## config.mk

```make
export PLATFORM = sky130hd
export DESIGN_NAME = sy_ppl_gpr_wb_arb
export DESIGN_NICKNAME = d
export VERILOG_FILES = /design/src/rtl/sy_ppl_gpr_wb_arb.sv
export SDC_FILE = /design/constraint.sdc
export NUM_CORES = 1
export LEC_CHECK = 0
export BUFFER_PORTS_ARGS = -buffer_cell sky130_fd_sc_hd__buf_2
export CORE_UTILIZATION = 53
export CTS_CLUSTER_DIAMETER = 50
export DETAILED_ROUTE_END_ITERATION = 10
export PLACE_DENSITY = 0.71
export SLEW_MARGIN = 40
export SYNTH_ARGS = -nofsm -noshare
export SYNTH_HDL_FRONTEND = slang
export SYNTH_SLANG_ARGS = --single-unit
```

## constraint.sdc

```tcl
create_clock -name clk_i -period 6.6 [get_ports clk_i]
set_input_delay 0 -clock clk_i [delete_from_list [all_inputs] [get_ports clk_i]]
set_output_delay 0 -clock clk_i [all_outputs]
set_load 0.02 [all_outputs]
```

## src/rtl/sy_ppl_gpr_wb_arb.sv

```systemverilog
// ----------------------------------------------------------------------------
// sy_ppl_gpr_wb_arb
//
// Writeback arbiter that merges two long-latency result streams (MDU and FPU)
// into the single register-file write port. Each source has its own small
// FIFO. A round-robin arbiter pops at most one head per cycle, and the granted
// entry is registered onto the write port, so the write appears two cycles
// after the push at the earliest.
//
// Ports
//   clk_i, rst_i             clock, asynchronous active-low reset
//   flush_i                  drop every queued result, suppress next write
//   mdu_wb_valid_i/ready_o   MDU result handshake
//   mdu_wb_idx_i/data_i      MDU destination physical register and data
//   fpu_wb_valid_i/ready_o   FPU result handshake
//   fpu_wb_idx_i/data_i      FPU destination physical register and data
//   gpr_wr_en_o              register-file write enable (one write per cycle)
//   gpr_wr_idx_o             register-file write index (held when idle)
//   gpr_wr_data_o            register-file write data  (held when idle)
// ----------------------------------------------------------------------------
module sy_ppl_gpr_wb_arb #(
    parameter int unsigned DWTH        = 64,
    parameter int unsigned PHY_REG_WTH = 7,
    parameter int unsigned FIFO_DEPTH  = 2
) (
    input  logic                   clk_i,
    input  logic                   rst_i,
    input  logic                   flush_i,

    input  logic                   mdu_wb_valid_i,
    output logic                   mdu_wb_ready_o,
    input  logic [PHY_REG_WTH-1:0] mdu_wb_idx_i,
    input  logic [DWTH-1:0]        mdu_wb_data_i,

    input  logic                   fpu_wb_valid_i,
    output logic                   fpu_wb_ready_o,
    input  logic [PHY_REG_WTH-1:0] fpu_wb_idx_i,
    input  logic [DWTH-1:0]        fpu_wb_data_i,

    output logic                   gpr_wr_en_o,
    output logic [PHY_REG_WTH-1:0] gpr_wr_idx_o,
    output logic [DWTH-1:0]        gpr_wr_data_o
);

    localparam int unsigned PTR_WTH = $clog2(FIFO_DEPTH);
    localparam int unsigned CNT_WTH = PTR_WTH + 1;
    localparam logic [CNT_WTH-1:0] CNT_FULL = CNT_WTH'(FIFO_DEPTH);

    // Channel 0 is the MDU, channel 1 is the FPU.
    logic [1:0]             in_valid;
    logic [PHY_REG_WTH-1:0] in_idx  [2];
    logic [DWTH-1:0]        in_data [2];

    logic [PHY_REG_WTH-1:0] mem_idx  [2][FIFO_DEPTH];
    logic [DWTH-1:0]        mem_data [2][FIFO_DEPTH];

    logic [PTR_WTH-1:0]     rptr_q [2];
    logic [PTR_WTH-1:0]     rptr_d [2];
    logic [PTR_WTH-1:0]     wptr_q [2];
    logic [PTR_WTH-1:0]     wptr_d [2];
    logic [CNT_WTH-1:0]     cnt_q  [2];
    logic [CNT_WTH-1:0]     cnt_d  [2];

    logic [1:0]             ready;
    logic [1:0]             push;
    logic [1:0]             not_empty;
    logic [1:0]             grant;
    logic                   sel;

    // Set when the MDU wins the next tie; cleared after an MDU grant.
    logic                   mdu_pri_q;
    logic                   mdu_pri_d;

    logic                   wr_en_q;
    logic                   wr_en_d;
    logic [PHY_REG_WTH-1:0] wr_idx_q;
    logic [PHY_REG_WTH-1:0] wr_idx_d;
    logic [DWTH-1:0]        wr_data_q;
    logic [DWTH-1:0]        wr_data_d;

    assign in_valid   = {fpu_wb_valid_i, mdu_wb_valid_i};
    assign in_idx[0]  = mdu_wb_idx_i;
    assign in_idx[1]  = fpu_wb_idx_i;
    assign in_data[0] = mdu_wb_data_i;
    assign in_data[1] = fpu_wb_data_i;

    // Ready looks only at the registered count, so a pop in the same cycle
    // never opens a full queue. Writes to x0 are handshaken but dropped.
    always_comb begin
        for (int c = 0; c < 2; c++) begin
            ready[c]     = (cnt_q[c] < CNT_FULL) && !flush_i;
            push[c]      = in_valid[c] && ready[c] && (in_idx[c] != '0);
            not_empty[c] = (cnt_q[c] != '0);
        end
    end

    assign mdu_wb_ready_o = ready[0];
    assign fpu_wb_ready_o = ready[1];

    // Round-robin grant; nothing is granted in a flush cycle.
    always_comb begin
        grant = 2'b00;
        if (!flush_i) begin
            if (not_empty == 2'b11) begin
                grant = mdu_pri_q ? 2'b01 : 2'b10;
            end else begin
                grant = not_empty;
            end
        end
    end

    assign sel = grant[1];

    always_comb begin
        for (int c = 0; c < 2; c++) begin
            rptr_d[c] = rptr_q[c];
            wptr_d[c] = wptr_q[c];
            cnt_d[c]  = cnt_q[c];
            if (flush_i) begin
                rptr_d[c] = '0;
                wptr_d[c] = '0;
                cnt_d[c]  = '0;
            end else begin
                if (push[c]) begin
                    wptr_d[c] = wptr_q[c] + PTR_WTH'(1);
                end
                if (grant[c]) begin
                    rptr_d[c] = rptr_q[c] + PTR_WTH'(1);
                end
                unique case ({push[c], grant[c]})
                    2'b10:   cnt_d[c] = cnt_q[c] + CNT_WTH'(1);
                    2'b01:   cnt_d[c] = cnt_q[c] - CNT_WTH'(1);
                    default: cnt_d[c] = cnt_q[c];
                endcase
            end
        end

        mdu_pri_d = mdu_pri_q;
        if (grant[0]) begin
            mdu_pri_d = 1'b0;
        end else if (grant[1]) begin
            mdu_pri_d = 1'b1;
        end

        wr_en_d   = |grant;
        wr_idx_d  = wr_idx_q;
        wr_data_d = wr_data_q;
        if (|grant) begin
            wr_idx_d  = mem_idx[sel][rptr_q[sel]];
            wr_data_d = mem_data[sel][rptr_q[sel]];
        end
    end

    always_ff @(posedge clk_i or negedge rst_i) begin
        if (!rst_i) begin
            for (int c = 0; c < 2; c++) begin
                rptr_q[c] <= '0;
                wptr_q[c] <= '0;
                cnt_q[c]  <= '0;
            end
            mdu_pri_q <= 1'b1;
            wr_en_q   <= 1'b0;
            wr_idx_q  <= '0;
            wr_data_q <= '0;
        end else begin
            for (int c = 0; c < 2; c++) begin
                rptr_q[c] <= rptr_d[c];
                wptr_q[c] <= wptr_d[c];
                cnt_q[c]  <= cnt_d[c];
            end
            mdu_pri_q <= mdu_pri_d;
            wr_en_q   <= wr_en_d;
            wr_idx_q  <= wr_idx_d;
            wr_data_q <= wr_data_d;
        end
    end

    // Queue storage is qualified by the counts, so it carries no reset.
    always_ff @(posedge clk_i) begin
        for (int c = 0; c < 2; c++) begin
            if (push[c]) begin
                mem_idx[c][wptr_q[c]]  <= in_idx[c];
                mem_data[c][wptr_q[c]] <= in_data[c];
            end
        end
    end

    assign gpr_wr_en_o   = wr_en_q;
    assign gpr_wr_idx_o  = wr_idx_q;
    assign gpr_wr_data_o = wr_data_q;

endmodule

```

==> flow_metrics.py, run 1 <==
metrics = {
    "outcome": {
        "status": "finished, final reports clean",
    },
    "die": {
        "die_x_um": 164,
        "io_pins": 221,
        "core_area_mm2": 0.0255,
        "start_util": 0.547,
        "die_h_um": 164,
        "rows": 58,
        "die_area_mm2": 0.0270,
    },
    "final_layout": {
        "fin_util": 0.714,
        "area_growth_pct": 30.5,
        "fillCellCount": 1619,
        "drive_gt1_frac": 0.295,
        "regArea_mm2": 0.0106,
        "final_cell_count_no_fill": 1550,
        "stdcell_area_mm2": 0.0182,
        "final_common_cell": "edfxtp_1",
        "multiInputGateArea_mm2": 0.00317,
        "final_cell_mix": "edfxtp_1, buf_2, dlygate4sd3_1, mux2i_1, dfrtp_1",
        "num-nets-final": 1336,
    },
    "worst_setup_path": {
        "cp_slowest_stage_delay_ns": 0.66,
        "crit_type": "reg2reg",
        "r2r-start": "cnt_q[1]",
        "required_ns": 6.73,
        "end_kind": "register",
        "reg2reg_depth": 4,
        "r2r_slack_ns": 3.71,
        "cpMaxStageDelayCell": "a2111oi_2",
        "startpoint_type": "register",
        "path_delay_family": "buffers and inverters",
        "timing.critical_path.arrival_ns": 3.02,
        "worstPathMaxFanout": 43,
        "r2r_end": "mem_data[1][125]",
        "critPathBufInv": 2,
        "path_cells": "a2111oi_2 -> nor2b_4 -> buf_16 -> buf_4",
    },
    "synthesis": {
        "async_flop_share": 0.222,
        "synth_edf_count": 284,
        "yosys.area.top_type": "edfxtp_1",
        "synthTopCellsByArea": "edfxtp_1, dfrtp_1, mux2i_1",
        "yosysSeqAreaShare": 0.757,
        "synth_top_area_frac": 0.612,
        "synth_seq_cells": 365,
        "syn_nets": 955,
        "avgSynthCellArea_um2": 17.3,
        "yosysWarnings": 0,
        "synth.distinct_cells": 31,
        "ys.flop_type": "edfxtp_1",
        "netlist_area_mm2": 0.0139,
        "synth_cells": 808,
    },
    "timing": {
        "setup_viol": 0,
        "finalSetupTns_ns": 0,
        "max_freq_mhz": 347,
        "finClkSkew_ns": 0.00881,
        "slew_headroom": 0.484,
        "fin_crit_ns": 2.89,
        "hold_ws_ns": 0.0333,
        "finalCritPeriodShare": 0.437,
        "grt_setup_unrepaired": "false",
        "setup_ws_ns": 3.71,
        "tightestPinTransition_ns": 0.774,
        "hold_violations": 0,
        "slew_viol_final": 0,
    },
    "power_and_ir_drop": {
        "powerDensity_mw_per_mm2": 307,
        "ir_worst_vdd_mv": 0.259,
        "leakagePower_nw": 6.88,
        "p_total_mw": 5.59,
    },
    "placed_design": {
        "pre_cts_ws_ns": 3.68,
        "dp_hpwl_um": 16600,
        "placed_area_mm2": 0.0154,
        "dp_cells": 1331,
        "port_buffers": 220,
        "routabilityCongestion": 0.739,
    },
    "clock_tree": {
        "htreeDepth": 2,
        "clock_latency_ns": 0.51,
        "cts_root_buf": "clkbuf_16",
        "cts_sinks": 365,
        "cts_tree": "built",
        "clk_path_buf_depth": 3,
        "clk_pin_slew_ns": 0.06,
        "numCtsBuffers": 39,
    },
    "grt": {
        "grt_pass1_wl_um": 45500,
        "gr-total-overflow": 0,
        "grt_max_degree": 77,
        "grt_pass1_vias": 8529,
        "antenna_found_initial": 0,
        "track_usage": 0.225,
    },
    "run": {
        "maxCapViolCount": 0,
    },
    "routing": {
        "num_vias": 8001,
        "drt_iter0_drc": 489,
        "drtAntennaViolNets": 0,
        "drtPass1Iterations": 4,
        "wl_per_cell_um": 18.9,
        "drcViolationCount": 0,
        "routed_via_density": 5.16,
        "drt_wl_total_um": 29300,
    },
    "worst_hold_path": {
        "min_path_type": "in2async",
    },
}
## flip-flops by register name, summed over array words and instances (netlist names)
signal         flops
gpr_wr_en_o        1
rptr_q             2
cnt_q              4
mdu_pri_q          1
mem_idx           28
gpr_wr_idx_o       7
gpr_wr_data_o     64
wptr_q             2
mem_data         256
## worst reg2reg max path: cells and delay by family, from the launching register on
kind	cells	cell delay [ns]
buffers and inverters	2	0.80
AOI/OAI and AO/OA	1	0.66
and+or+nand+nor	1	0.59
DFF	1	0.43
## repair_timing
action	CTS	global route
setup endpoints to repair	0	0
hold buffers	147	0
hold endpoints to repair	331	0
gates resized for setup	0	0
setup buffers	0	0
## logic make-up after synthesis
logic type | after synthesis | share of synthesized area
mux | 215 | 0.161
compound gates | 85 | 0.0330
simple gates | 95 | 0.0287
buf+inv | 44 | 0.0178
flops | 365 | 0.757
xor+xnor | 4 | 0.00251
## routing by layer
layer	global-route usage	routed length (um)
met5	0	0
met4	0.0766	708
met3	0.0412	1340
met2	0.403	15500
met1	0.273	11700
## how the worst max path moves through the flow
stage	startpoint	to	slack, ns	cells after the start
floorplan	cnt_q[1]	mem_data[1][100]	1.90	2
global placement	cnt_q[1]	mem_data[1][126]	3.51	3
detailed placement	cnt_q[1]	mem_data[1][126]	3.68	4
CTS	cnt_q[1]	mem_data[1][126]	3.67	4
global route	cnt_q[1]	mem_data[1][125]	3.51	4
finish	cnt_q[1]	mem_data[1][125]	3.71	4
## cell type report
cell class,count,share of cell area
Tap cell,330,0.0227
Inverter,4,0.000825
Antenna cell,1,0.000138
Clock inverter,16,0.0101
Multi-Input combinational cell,399,0.174
Sequential cell,365,0.581
Clock buffer,55,0.0604
Timing Repair Buffer,380,0.151
## cells in the mapped netlist (7+ instances only)
cell type and number:
mux2_1 15, buf_2 24, mux2_2 57, nor2_1 9, o21ai_0 9, o21ai_1 67
nand2_1 71, mux2i_1 143, dfrtp_1 80, buf_6 7, clkbuf_1 9, edfxtp_1 284
## where the power goes
part | total (mW) | switching (mW) | internal (mW)
logic | 0.683 | 0.395 | 0.288
registers | 2.75 | 0.0859 | 2.67
clock network | 2.16 | 0.839 | 1.32
total | 5.59 | 1.32 | 4.27
(Power assumes the default switching activity.)
==> run 2: changes to the inputs <==
==> constraint.sdc (replaced) <==
create_clock -name clk_i -period 3 [get_ports clk_i]
set_input_delay 0 -clock clk_i [delete_from_list [all_inputs] [get_ports clk_i]]
set_output_delay 0 -clock clk_i [all_outputs]
set_load 0.02 [all_outputs]
==> flow_metrics.py, run 2 (synthesis results as in run 1) <==
metrics = {
    "final_layout": {
        "drive_gt1_frac": 0.301,
        "final_cell_mix": "edfxtp_1, buf_2, dlygate4sd3_1, mux2i_1, dfrtp_1",
        "final_common_cell": "edfxtp_1",
        "num-nets-final": 1341,
        "fillCellCount": 1644,
        "final_cell_count_no_fill": 1556,
        "largest_reg_flops": 256,
        "stdcell_area_mm2": 0.0183,
        "area_growth_pct": 31.2,
    },
    "power_and_ir_drop": {
        "p_int_mw": 9.56,
        "switching_power_mw": 2.97,
        "power_frac_comb": 0.120,
        "p_clk_frac": 0.396,
        "swShare": 0.237,
        "ir_worst_vdd_mv": 0.546,
        "powerDensity_mw_per_mm2": 685,
        "pwr-share-seq": 0.484,
        "leakagePower_nw": 6.93,
    },
    "timing": {
        "setup_viol": 0,
        "max_freq_mhz": 447,
        "finalSetupTns_ns": 0,
        "grt_setup_unrepaired": "false",
        "finalCritPeriodShare": 0.746,
        "hold_violations": 0,
        "slew_headroom": 0.444,
        "slew_viol_final": 0,
        "fin_crit_ns": 2.24,
        "finClkSkew_ns": 0.0189,
        "tightestPinTransition_ns": 0.834,
    },
    "clock_tree": {
        "htreeDepth": 2,
        "cts_resized": 0,
        "clk_pin_slew_ns": 0.06,
        "cts_sinks": 365,
        "cts_root_buf": "clkbuf_16",
        "clock_latency_ns": 0.52,
        "cts_tree": "built",
        "clk_path_buf_depth": 3,
        "numCtsBuffers": 39,
    },
    "placed_design": {
        "dp_cells": 1337,
        "routabilityCongestion": 0.750,
        "port_buffers": 220,
        "dp_hpwl_um": 17100,
        "placed_area_mm2": 0.0155,
    },
    "die": {
        "core_area_mm2": 0.0255,
        "start_util": 0.547,
        "io_pins": 221,
        "rows": 58,
        "die_area_mm2": 0.0270,
        "die_h_um": 164,
        "die_x_um": 164,
    },
    "grt": {
        "grt_max_degree": 72,
        "grt_pass1_wl_um": 45300,
        "track_usage": 0.228,
        "grt_pass1_vias": 8388,
        "gr-total-overflow": 0,
        "antenna_found_initial": 2,
    },
    "routing": {
        "drt_iter0_drc": 521,
        "drcViolationCount": 0,
        "routed_via_density": 5.15,
        "drt_wl_total_um": 29600,
        "wl_per_cell_um": 19.1,
        "num_vias": 8018,
        "drtAntennaViolNets": 0,
        "drtPass1Iterations": 5,
    },
    "worst_setup_path": {
        "end_kind": "register",
        "critPathBufInv": 1,
        "worstPathMaxFanout": 33,
        "startpoint_type": "register",
        "required_ns": 3.20,
        "crit_type": "reg2reg",
        "timing.critical_path.arrival_ns": 2.44,
        "critPathLaunch": "cnt_q[3]",
        "r2r-start": "cnt_q[3]",
        "path_cells": "a2111oi_2 -> and2_4 -> buf_12",
        "cp_slowest_stage_delay_ns": 0.57,
        "path_delay_family": "simple AND/OR/NAND/NOR gates",
        "cpMaxStageDelayCell": "and2_4",
    },
    "worst_hold_path": {
        "min_path_type": "in2async",
    },
    "outcome": {
        "status": "finished, final reports clean",
    },
    "run": {
        "maxCapViolCount": 0,
    },
}
==> run 2: cell count changes in the layout (fill, tap and decap cells not counted), moves of 2 or more <==
cell / change
clkbuf_1: -3
buf_6: -3
clkinv_2: -2
buf_12: +2
bufinv_16: +2
buf_4: +8
clkinv_4: +3
==> run 2: per-stage QoR <==
stage	utilization	worst slack [ns]	hold slack (ns)	total power, mW
final	0.718	0.762	0.0213	12.5
after global placement	0.608	0.817	0.00527	7.48
after CTS	0.718	0.740	0.00247	12.6
after floorplan	-	0.411	-0.296	6.93
after global routing	0.718	0.614	0.0261	13.0
after detailed placement	0.608	0.750	0.0117	7.52
==> run 2: final timing paths <==
check / endpoint / slack (ns) / depth (start not counted)
worst min-delay path: gpr_wr_data_o[21] / 0.02 / 2
worst max register to register: mem_data[0][60] / 0.76 / 3
min in group clk_i: cnt_q[0] / 0.02 / 5
worst max-delay path: mem_data[0][60] / 0.76 / 3
worst min register to register: gpr_wr_idx_o[2] / 0.47 / 2
max in group asynchronous: gpr_wr_data_o[3] / 2.12 / 3
==> run 2: layout make-up <==
cell class	instances	area (um2)	area share
antenna	2	5.00	0.000274
clock buffer	51	1070	0.0587
clock inverter	20	272	0.0148
inverter	4	15.0	0.000821
multi-input combinational	399	3170	0.173
sequential	365	10600	0.578
tap	330	413	0.0226
timing repair buffer	385	2780	0.152
==> run 2: repair_timing <==
item | CTS | global route
hold endpoints to repair | 345 | 0
setup buffers | 0 | 0
hold buffers | 146 | 0
==> run 2: power groups by stage <==
| stage | logic, mW | registers, mW | clock network (mW) |
|---|---|---|---|
| after detailed placement | 1.35 | 6.17 | 0 |
| after CTS | 1.51 | 6.07 | 5.05 |
| after floorplan | 0.533 | 6.40 | 0 |
| final | 1.50 | 6.07 | 4.96 |
| after global routing | 1.64 | 6.11 | 5.26 |
| after global placement | 1.33 | 6.15 | 0 |
==> run 2: per-layer routing <==
layer | GRT usage | vias to the layer above | share of wire
li1 | - | 3818 | -
met1 | 0.280 | 3911 | 0.41
met2 | 0.405 | 239 | 0.52
met3 | 0.0462 | 50 | 0.053
met4 | 0.0669 | 0 | 0.020
met5 | 0 | - | 0
==> run 3: changes to the inputs <==
--- a/config.mk
+++ b/config.mk
@@ -5,11 +5,12 @@
 export SDC_FILE = /design/constraint.sdc
 export NUM_CORES = 1
 export LEC_CHECK = 0
+export ABC_AREA = 1
 export BUFFER_PORTS_ARGS = -buffer_cell sky130_fd_sc_hd__buf_2
-export CORE_UTILIZATION = 53
+export CORE_UTILIZATION = 52
 export CTS_CLUSTER_DIAMETER = 50
 export DETAILED_ROUTE_END_ITERATION = 10
-export PLACE_DENSITY = 0.71
+export PLACE_DENSITY = 0.72
 export SLEW_MARGIN = 40
 export SYNTH_ARGS = -nofsm -noshare
 export SYNTH_HDL_FRONTEND = slang
==> constraint.sdc (replaced) <==
create_clock -name clk_i -period 1.99 [get_ports clk_i]
set_input_delay 0 -clock clk_i [delete_from_list [all_inputs] [get_ports clk_i]]
set_output_delay 0 -clock clk_i [all_outputs]
set_load 0.02 [all_outputs]
==> flow_metrics.py, run 3 <==
metrics = {
    "outcome": {
        "status": "finished, final reports clean",
    },
    "die": {
        "core_area_mm2": 0.0290,
        "start_util": 0.534,
        "die_x_um": 175,
        "die_area_mm2": 0.0305,
        "rows": 62,
        "io_pins": 221,
        "die_h_um": 175,
    },
    "synthesis": {
        "netlist_area_mm2": 0.0155,
        "synth_cells": 1532,
        "synth_edf_count": 284,
        "ys.flop_type": "edfxtp_1",
        "yosysWarnings": 0,
        "avgSynthCellArea_um2": 10.1,
        "yosys.area.top_type": "edfxtp_1",
        "synthTopCellsByCount": "nand2_1, edfxtp_1, inv_1",
        "synth.distinct_cells": 19,
        "synth_most_common_cell": "nand2_1",
        "synthTopCellsByArea": "edfxtp_1, nand2_1, dfrtp_1",
        "synth_seq_cells": 365,
        "synth_top_area_frac": 0.551,
        "async_flop_share": 0.222,
        "syn_nets": 1679,
        "yosysSeqAreaShare": 0.682,
    },
    "routing": {
        "drtAntennaViolNets": 0,
        "wl_per_cell_um": 17.3,
        "routed_via_density": 5.14,
        "drt_wl_total_um": 39600,
        "drt_iter0_drc": 915,
        "num_vias": 11800,
        "drcViolationCount": 0,
        "drtPass1Iterations": 6,
    },
    "clock_tree": {
        "cts_sinks": 365,
        "cts_tree": "built",
        "clock_latency_ns": 0.52,
        "numCtsBuffers": 41,
        "cts_root_buf": "clkbuf_16",
        "clk_path_buf_depth": 3,
        "clk_pin_slew_ns": 0.06,
        "htreeDepth": 2,
    },
    "timing": {
        "hold_ws_ns": 0.0415,
        "fin_crit_ns": 1.85,
        "finClkSkew_ns": 0.0190,
        "finalCritPeriodShare": 0.927,
        "slew_viol_final": 0,
        "hold_violations": 0,
        "setup_viol": 0,
        "max_freq_mhz": 542,
        "slew_headroom": 0.589,
        "tightestPinTransition_ns": 0.617,
        "grt_setup_unrepaired": "false",
    },
    "worst_setup_path": {
        "timing.critical_path.arrival_ns": 2.25,
        "end_kind": "register",
        "required_ns": 2.39,
        "crit_type": "reg2reg",
        "startpoint_type": "register",
        "worstPathMaxFanout": 27,
        "reg2reg_depth": 9,
    },
    "final_layout": {
        "final_cell_mix": "nand2_1, edfxtp_1, inv_1, buf_2, nand4_1",
        "fin_util": 0.696,
        "num-nets-final": 2027,
        "antenna_cells": 0,
        "drive_gt1_frac": 0.177,
        "final_common_cell": "nand2_1",
        "area_growth_pct": 30.5,
        "largest_reg_flops": 256,
        "stdcell_area_mm2": 0.0202,
    },
    "power_and_ir_drop": {
        "pwr-share-seq": 0.359,
        "ir_worst_vdd_mv": 1.03,
        "power_frac_comb": 0.366,
        "switching_power_mw": 10.9,
        "swShare": 0.377,
        "p_clk_frac": 0.276,
        "p_int_mw": 18.0,
        "powerDensity_mw_per_mm2": 1430,
        "leakagePower_nw": 9.47,
    },
    "grt": {
        "track_usage": 0.261,
        "antenna_found_initial": 0,
        "grt_pass1_wl_um": 61600,
        "grt_pass1_vias": 11900,
        "grt_max_degree": 101,
        "gr-total-overflow": 0,
    },
    "placed_design": {
        "routabilityCongestion": 0.777,
        "dp_hpwl_um": 21600,
        "placed_area_mm2": 0.0173,
        "port_buffers": 220,
    },
    "run": {
        "maxCapViolCount": 0,
    },
    "worst_hold_path": {
        "whs_path_depth": 4,
        "min_path_type": "in2reg",
    },
}
run 3: cell count changes after synthesis, sizes merged, moves of 3 or more:
cell,change
nor2,+5
nand2,+523
mux2,-72
and2,-3
o21ai,-71
nor2b,-4
inv,+223
clkbuf,+34
buf,+18
mux2i,-143
nand3,+83
nand4,+147
run 3: path summary, 6_finish.rpt:
check | startpoint | to | slack [ns]
max in group asynchronous | rst_i | gpr_wr_data_o[35] | 1.28
min in group asynchronous | rst_i | gpr_wr_data_o[7] | 0.06
worst max-delay path | cnt_q[2] | gpr_wr_data_o[8] | 0.14
worst min register to register | gpr_wr_idx_o[2] | gpr_wr_idx_o[2] | 0.47
worst min-delay path | mdu_wb_valid_i | wptr_q[1] | 0.04
worst max register to register | cnt_q[2] | gpr_wr_data_o[8] | 0.14
run 3: kinds of logic after synthesis:
| group | Yosys count | synth area share |
|---|---|---|
| AND/OR/NAND/NOR | 842 | 0.235 |
| flip-flops | 365 | 0.682 |
| buffers and inverters | 319 | 0.0802 |
| AO/OA/AOI/OAI | 6 | 0.00267 |
run 3: per-stage QoR:
step	TNS, ns	power (mW)	cells	setup slack [ns]
after floorplan	-77.04	17.0	1532	-0.290
after global placement	0	20.3	2073	0.145
after detailed placement	0	20.6	2073	0.0769
after CTS	0	28.8	2291	0.0635
after global routing	0	30.5	2294	0.0116
final	0	28.8	2294	0.145
run 3: cell type report:
type / count / area [um2]
Timing Repair Buffer: 397 / 3100
Fill cell: 2055 / 8810
Sequential cell: 365 / 10600
Multi-Input combinational cell: 848 / 3760
Inverter: 227 / 857
Tap cell: 384 / 480
Clock inverter: 26 / 339
Clock buffer: 47 / 1110
run 3: repair_timing:
action / 4_1_cts / 5_1_grt
gates resized for setup: 0 / 2
setup buffers: 0 / 2
endpoints found under the hold margin: 368 / 0
hold buffers: 145 / 0
setup endpoints to repair: 0 / 61
run 3: critical path, cell delays in order (launching register included):
cell,delay (ns)
dfrtp_1,0.44
o21ai_4,0.28
nand3_4,0.18
nand2_1,0.14
nand2_4,0.08
inv_2,0.17
buf_12,0.23
nand2_1,0.07
nand3_1,0.10
nand2_1,0.06
run 3: power groups by stage:
stage                     Clock (mW)  Combinational (mW)  Sequential (mW)
after floorplan                    0                5.72             11.2
after global placement             0                9.85             10.5
after detailed placement           0                10.1             10.5
after CTS                       8.06                10.4             10.3
after global routing            8.38                11.7             10.5
final                           7.95                10.5             10.3
run 3: routing by layer:
layer / vias up / share of wire / global-route usage
li1: 5709 / - / -
met1: 5544 / 0.40 / 0.329
met2: 466 / 0.51 / 0.459
met3: 83 / 0.067 / 0.0354
met4: 0 / 0.027 / 0.0931
met5: - / 0 / 0
